**config.mk**
```make
export PLATFORM = sky130hd
export DESIGN_NAME = uart_rx_parity
export DESIGN_NICKNAME = d
export VERILOG_FILES = /design/src/rtl/uart_rx_parity.sv
export SDC_FILE = /design/constraint.sdc
export NUM_CORES = 1
export LEC_CHECK = 0
export ABC_AREA = 1
export CAP_MARGIN = 10
export CORE_MARGIN = 2
export CORE_UTILIZATION = 25
export DETAILED_ROUTE_END_ITERATION = 16
export DONT_BUFFER_PORTS = 1
export RECOVER_POWER = 100
export SYNTH_ARGS = -nofsm -noshare
export SYNTH_HDL_FRONTEND = slang
export SYNTH_SLANG_ARGS = --single-unit
```
**constraint.sdc**
```tcl
create_clock -name clk -period 1.7 [get_ports clk]
set_clock_uncertainty 0.05 [all_clocks]
set_input_delay 0.17 -clock clk [delete_from_list [all_inputs] [get_ports clk]]
set_output_delay 0.17 -clock clk [all_outputs]
set_load 0.01 [all_outputs]
```
**src/rtl/uart_rx_parity.sv**
```systemverilog
// uart_rx_parity: UART receiver for the platform rx pin.
// Frame: 1 start bit, 8 data bits LSB first, optional even-parity bit, 1 stop bit.
// Build option: define UART_RX_PARITY_EN to include the parity bit (11-bit frame).
// Without it the frame is 8N1 and parity_err is tied low.
//
// Parameters:
//   CLK_FREQ   clock frequency in Hz
//   BAUD_RATE  line rate; CLK_FREQ/BAUD_RATE clocks per bit (must be >= 4)
// Ports:
//   clk        system clock, rising edge
//   rst        asynchronous active-high reset
//   rx         serial input, asynchronous, idles high
//   rx_clr     one-cycle pulse, clears rx_ready and overrun
//   rx_data    last received byte, held until the next frame completes
//   rx_valid   one-cycle pulse when rx_data updates
//   rx_ready   sticky byte-available flag
//   parity_err parity mismatch on the last frame
//   frame_err  stop bit sampled low on the last frame
//   overrun    sticky, a frame completed while rx_ready was set
module uart_rx_parity #(
  parameter int unsigned CLK_FREQ  = 50_000_000,
  parameter int unsigned BAUD_RATE = 9600
) (
  input  logic       clk,
  input  logic       rst,
  input  logic       rx,
  input  logic       rx_clr,
  output logic [7:0] rx_data,
  output logic       rx_valid,
  output logic       rx_ready,
  output logic       parity_err,
  output logic       frame_err,
  output logic       overrun
);

  localparam int unsigned ClksPerBit = CLK_FREQ / BAUD_RATE;
  localparam int unsigned CntW       = (ClksPerBit > 1) ? $clog2(ClksPerBit) : 1;
  localparam logic [CntW-1:0] CntLast = CntW'(ClksPerBit - 1);
  localparam logic [CntW-1:0] CntHalf = CntW'(ClksPerBit / 2 - 1);

`ifdef UART_RX_PARITY_EN
  typedef enum logic [2:0] {StIdle, StStart, StData, StParity, StStop} state_e;
`else
  typedef enum logic [2:0] {StIdle, StStart, StData, StStop} state_e;
`endif

  state_e          state_q;
  logic [CntW-1:0] cnt_q;
  logic [2:0]      idx_q;
  logic [7:0]      shreg_q;
  logic            done_q;     // stop bit sampled; publish results next cycle
  logic            ferr_nx_q;
  logic            rx_meta;
  logic            rx_s;

  // Two-flop synchroniser; resets to the idle line level.
  always_ff @(posedge clk or posedge rst) begin
    if (rst) begin
      rx_meta <= 1'b1;
      rx_s    <= 1'b1;
    end else begin
      rx_meta <= rx;
      rx_s    <= rx_meta;
    end
  end

`ifdef UART_RX_PARITY_EN
  logic perr_nx_q;
  logic parity_err_q;
  assign parity_err = parity_err_q;
`else
  assign parity_err = 1'b0;
`endif

  always_ff @(posedge clk or posedge rst) begin
    if (rst) begin
      state_q      <= StIdle;
      cnt_q        <= '0;
      idx_q        <= '0;
      shreg_q      <= '0;
      done_q       <= 1'b0;
      ferr_nx_q    <= 1'b0;
      rx_data      <= '0;
      rx_valid     <= 1'b0;
      rx_ready     <= 1'b0;
      frame_err    <= 1'b0;
      overrun      <= 1'b0;
`ifdef UART_RX_PARITY_EN
      perr_nx_q    <= 1'b0;
      parity_err_q <= 1'b0;
`endif
    end else begin
      rx_valid <= 1'b0;

      // Completion has priority over a coincident clear.
      if (done_q) begin
        done_q    <= 1'b0;
        rx_data   <= shreg_q;
        rx_valid  <= 1'b1;
        rx_ready  <= 1'b1;
        frame_err <= ferr_nx_q;
`ifdef UART_RX_PARITY_EN
        parity_err_q <= perr_nx_q;
`endif
        if (rx_ready && !rx_clr) begin
          overrun <= 1'b1;
        end
      end else if (rx_clr) begin
        rx_ready <= 1'b0;
        overrun  <= 1'b0;
      end

      case (state_q)
        StIdle: begin
          // Level-sensitive: a held-low line restarts a frame immediately.
          if (!rx_s) begin
            state_q <= StStart;
            cnt_q   <= '0;
          end
        end
        StStart: begin
          if (cnt_q == CntHalf) begin
            cnt_q <= '0;
            if (!rx_s) begin
              state_q <= StData;
              idx_q   <= '0;
            end else begin
              state_q <= StIdle;  // glitch shorter than half a bit
            end
          end else begin
            cnt_q <= cnt_q + CntW'(1);
          end
        end
        StData: begin
          if (cnt_q == CntLast) begin
            cnt_q          <= '0;
            shreg_q[idx_q] <= rx_s;
            if (idx_q == 3'd7) begin
`ifdef UART_RX_PARITY_EN
              state_q <= StParity;
`else
              state_q <= StStop;
`endif
            end else begin
              idx_q <= idx_q + 3'd1;
            end
          end else begin
            cnt_q <= cnt_q + CntW'(1);
          end
        end
`ifdef UART_RX_PARITY_EN
        StParity: begin
          if (cnt_q == CntLast) begin
            cnt_q     <= '0;
            perr_nx_q <= ^shreg_q ^ rx_s;  // even parity: odd total is an error
            state_q   <= StStop;
          end else begin
            cnt_q <= cnt_q + CntW'(1);
          end
        end
`endif
        StStop: begin
          if (cnt_q == CntLast) begin
            cnt_q     <= '0;
            ferr_nx_q <= ~rx_s;
            done_q    <= 1'b1;
            state_q   <= StIdle;
          end else begin
            cnt_q <= cnt_q + CntW'(1);
          end
        end
        default: state_q <= StIdle;
      endcase
    end
  end

endmodule

```
=== Word level (Yosys, flattened, before mapping) ===
Cells that the tools add are included.

* Register bits after elaboration: 43
* Input bits: 4
* Output and inout bits: 13
* Logic and storage cells: 72

* Add/subtract/negate cells: 2
* $lt $le $gt $ge: 2
* Equal/unequal tests: 14
* Mux-type cells: 26
* Bitwise gates (word level): 1
* Reductions and logical operators: 14

{| class="wikitable"
|+ Operator list
! cell !! number
|-
| 2-to-1 mux 13 bit || 3
|-
| case mux 13 bit (3 select lines) || 1
|-
| 2-to-1 mux 3 bit || 9
|-
| inequality test 2 bit, second input constant || 7
|-
| adder 13 x 1 -> 13 bit, second input constant || 1
|-
| equality test 13 x 12 -> 1 bit, second input constant || 1
|-
| equality test 13 bit, second input constant || 1
|-
| case mux 3 bit (4 select lines) || 1
|-
| AND reduction 5 bit || 2
|-
| bitwise mux 8 bit || 1
|-
| 2-to-1 mux 1 bit || 8
|-
| AND reduction 2 bit || 4
|-
| equality test 3 x 2 -> 1 bit, second input constant || 2
|-
| case mux 3 bit (2 select lines) || 1
|-
| less-than comparator 3 x 4 -> 1 bit, second input constant || 1
|-
| nonzero test 2 bit || 2
|-
| adder 3 x 1 -> 3 bit, second input constant || 1
|-
| demux 1 bit (select 3 bit) || 1
|-
| equality test 3 x 1 -> 1 bit, second input constant || 1
|-
| equality test 3 bit, second input constant || 1
|-
| greater-or-equal comparator 3 x 1 -> 1 bit, second input constant || 1
|-
| zero test 3 bit || 1
|-
| nonzero test 3 bit || 1
|-
| logical AND 1 bit || 2
|-
| 5 further kinds || 5
|}

=== Longest topological paths before layout ===
* Word-level depth: 5
* Mapped depth: 10
* Mapped depth without buffers: 9

=== Worst setup path after synthesis ===
Ideal clock, no wire load.

* Path kind: reg-to-reg
* Start point: register cnt_q[0]
* End point: register cnt_q[3]
* Setup time: 0.122 ns
* Data arrival time: 1.291 ns
* Setup slack: 0.238 ns
* Cell stages (with the launch flop): 10
* Path buffers: 1
* Cells stage by stage: dfrtp_1 -> ha_1 -> nand2_4 -> nor2_4 -> nand3_4 -> nand2_4 -> nand2_4 -> buf_6 -> nand2_1 -> o21ai_1

* Cells in the longest elaborated chain, start to end: 3
* Elaborated cells between the ends (all ways): 6
* Those cells by class: add/sub (1); eq/ne (2); mux (3)

{| class="wikitable"
|+ Ends and longest elaborated chain
! element !! line !! text
|-
| start, declared || 48 || <nowiki>logic [CntW-1:0] cnt_q;</nowiki>
|-
| start signal, assigned || 131 || <nowiki>cnt_q <= cnt_q + CntW'(1);</nowiki>
|-
| start signal, assigned || 148 || <nowiki>cnt_q <= cnt_q + CntW'(1);</nowiki>
|-
| start signal, assigned || 169 || <nowiki>cnt_q <= cnt_q + CntW'(1);</nowiki>
|-
| adder 13 x 1 -> 13 bit, or another cell as far along || 131, 148, 169 ||
|-
| 2-to-1 mux 13 bit, on equally long branches || 135, 163, 122 ||
|-
| case mux 13 bit (3 select lines) (*) || 113 || <nowiki>case (state_q)</nowiki>
|}

Every way passes the cells marked *; elsewhere a longest branch is shown, timed or not.
A chain may end at the register's enable or synchronous reset.

=== Final worst setup path ===
* Start point: register cnt_q[0]
* End point: register cnt_q[10]

Same word-level chain as after synthesis.

==> out/results.ini <==
[run_status]
run_status = finished clean

[finish]
area_growth_pct = 9.89
antenna_cells = 0
fillCellCount = 942
final_net_count = 310
final_cell_count_no_fill = 412
final_cell_mix = 109 x nand2_1, 40 x dfrtp_1, 35 x inv_1
layout_commonest_cell = nand2_1
drive_above_1_share_pct = 10.5

[power]
vdd_drop_max_mv = 0.257
powerDensity_nw_per_um2 = 690
leakagePower_nw = 1.27

[clock_network]
cts_tree = built
cts_buffers = 5
clock_latency_ps = 300
post-cts-setup-buffer-count = 0
cts.sinks = 42
path_clk_slew_ps = 90
clk_path_buf_depth = 2
ctsRootBufferMaster = clkbuf_8
h-tree-depth = 2

[critical_path]
cp_cell_sequence = ha_2 > nand2_4 > nor3_1 > nand3_1 > nand2_1 > nand3_2 > nand2_1
rr_startpoint = cnt_q[0]
r2r_slack_ps = 140
path_buf_inv = 0
cp_top_family = simple AND/OR/NAND/NOR gates
r2r-end = cnt_q[10]
worst_ep_required_time_ps = 1890
crit_cells = 7
endpoint_kind = flip-flop
rr_worst_depth = 7
path_class = flip-flop to flip-flop
cpMostUsedCell = nand2_1
start_kind = flip-flop
critPathSlowestCell = dfrtp_1
cp-startpoint = cnt_q[0]
cp.arrival_ps = 1760
worst_path_largest_cell_delay_ps = 380
crit_end = cnt_q[10]
cp_max_fo = 7

[sta]
hold_viol = 0
finalSetupTns_ps = 0
tightest_slew_ps = 722
fin_crit_sh_pct = 92.0
drv_slew = 0
finalWorstSetupSlack_ps = 136
fin_crit_ps = 1560
setup_viol = 0
relSlewSlack_pct = 51.9
rsz0062_at_grt = no
fmax_mhz = 639

[grt]
grt_pass1_vias = 1714
grt_max_degree = 30
grt_pass1_wl_mm = 7.90
grt_util_all_layers_pct = 9.80
grt_overflow = 0
antenna_found_initial = 0

[place]
dp_hpwl_mm = 3.25
pre_cts_slack_ps = 125
port_buffers = 0
gp_congestion = 0.843
place_inst = 401

[flow_run]
drv_cap = 0

[yosys]
synth_area_leader_cell = dfrtp_1
async_flop_share_pct = 100
syn_area_um2 = 2260
synthCells = 297
yosys.area.top_type_share_pct = 44.2
yosysUniqueCellTypes = 31
yosys_most_used_dff = dfrtp_1
synth_warnings = 0
synthTopCellsByArea = dfrtp_1 44%, nand2_1 18%, inv_1 5.8%
synth-edff-count = 0
ys_ff_latch = 42
avgSynthCellArea_um2 = 7.63
ys_seq_area_share_pct = 46.5
synthesis.nets = 304

[die]
die_x_um = 99.2
initial_utilization_pct = 25.8
ioPinCount = 17
fp.dieArea_um2 = 9840
row_count = 34
core_um2 = 8760
die_h_um = 99.2

[route]
drc = 0
ant_nets = 0
wl_mm = 4.46
avgViaCountPerCell = 4.29
wire_per_inst_um = 10.8
num_vias = 1769
first_iter_violations = 118
first_pass_iters = 4

[min_path]
hold_path_class = input port to async pin

state kept, by name (all words and copies together), names as in the netlist, 2 cells and up:
| register | cells |
|---|---|
| idx_q | 3 |
| cnt_q | 13 |
| shreg_q | 8 |
| state_q | 2 |
| rx_data | 8 |
metrics by stage:
| stage | hold WS, ps | util [%] | instance area (um2) | power, mW |
|---|---|---|---|---|
| 3_5_place_dp | 24.7 | 27.3 | 2390 | 1.06 |
| 3_3_place_gp | 27.9 | 27.3 | 2390 | 1.06 |
| 2_1_floorplan | 124 | - | 2260 | 1.05 |
| 6_report | 241 | 28.4 | 2490 | 1.72 |
| 4_1_cts | 274 | 28.7 | 2520 | 1.76 |
| 5_1_grt | 267 | 28.4 | 2490 | 1.80 |
timing repair:
item / 4_1_cts / 5_1_grt
endpoints found under the hold margin: 15 / 0
hold buffers: 3 / 0
resized for setup: 0 / 1
endpoints found under the setup margin: 0 / 5
cell usage after synthesis (3+ instances only):
cell / number
nand2_1: 109
dfrtp_1: 40
inv_1: 35
nor2_1: 26
nand3_1: 14
o21ai_0: 14
nand4_1: 8
nand2_4: 5
nand3_2: 5
o21ai_1: 4
xor2_1: 4
clkbuf_1: 3
ha_1: 3
inv_2: 3
nor3_1: 3
final cells by class:
cell class	count	area, um2	area share, %
flip-flops and latches	42	1050	42.3
multi-input cells	210	1020	40.9
inverters	39	146	5.88
well taps	108	135	5.43
clock buffers	5	68.8	2.77
repair buffers	5	42.5	1.71
clock inverters	3	25.0	1.01
logic make-up (layout without fill, tap and decap cells):
logic type / after synthesis / count (layout) / share of synthesized area [%]
fa+ha+maj: 3 / 3 / 1.66
compound gates: 22 / 22 / 5.08
simple gates: 180 / 180 / 37.0
flops: 42 / 42 / 46.5
other cells: 1 / 1 / 0.166
buf+inv: 45 / 52 / 8.01
xor+xnor: 4 / 4 / 1.55
worst reg2reg max path: cells and delay by family (launching register included):
family        cells  cell delay, ps
fa+ha+maj         1             240
simple gates      6             840
flops             1             380
worst min path at each step:
| stage | start | endpoint | cells past startpoint |
|---|---|---|---|
| finish | rst | cnt_q[2] | 2 |
| detailed placement | rst | cnt_q[4] | 1 |
| global route | rst | cnt_q[3] | 2 |
| CTS | rst | cnt_q[2] | 2 |
| floorplan | rx | rx_meta | 0 |
| global placement | rst | cnt_q[4] | 1 |
where the power goes:
group          switching (mW)  internal (mW)  total (mW)  leakage, nW
logic                  0.0278        0.00842      0.0362        0.657
clock network           0.381          0.297       0.677       0.0447
registers             0.00118           1.00        1.00        0.565
layer usage:
layer / routed length, um / global-route usage, % / vias up / part of all wire [%]
met5: 0 / 0 / - / 0
met4: 53 / 3.16 / 0 / 1.2
met3: 188 / 2.25 / 6 / 4.2
met2: 1970 / 15.5 / 31 / 44
met1: 2250 / 13.3 / 799 / 50
li1: - / - / 933 / -
No activity file was read; power rests on OpenSTA's default activity.
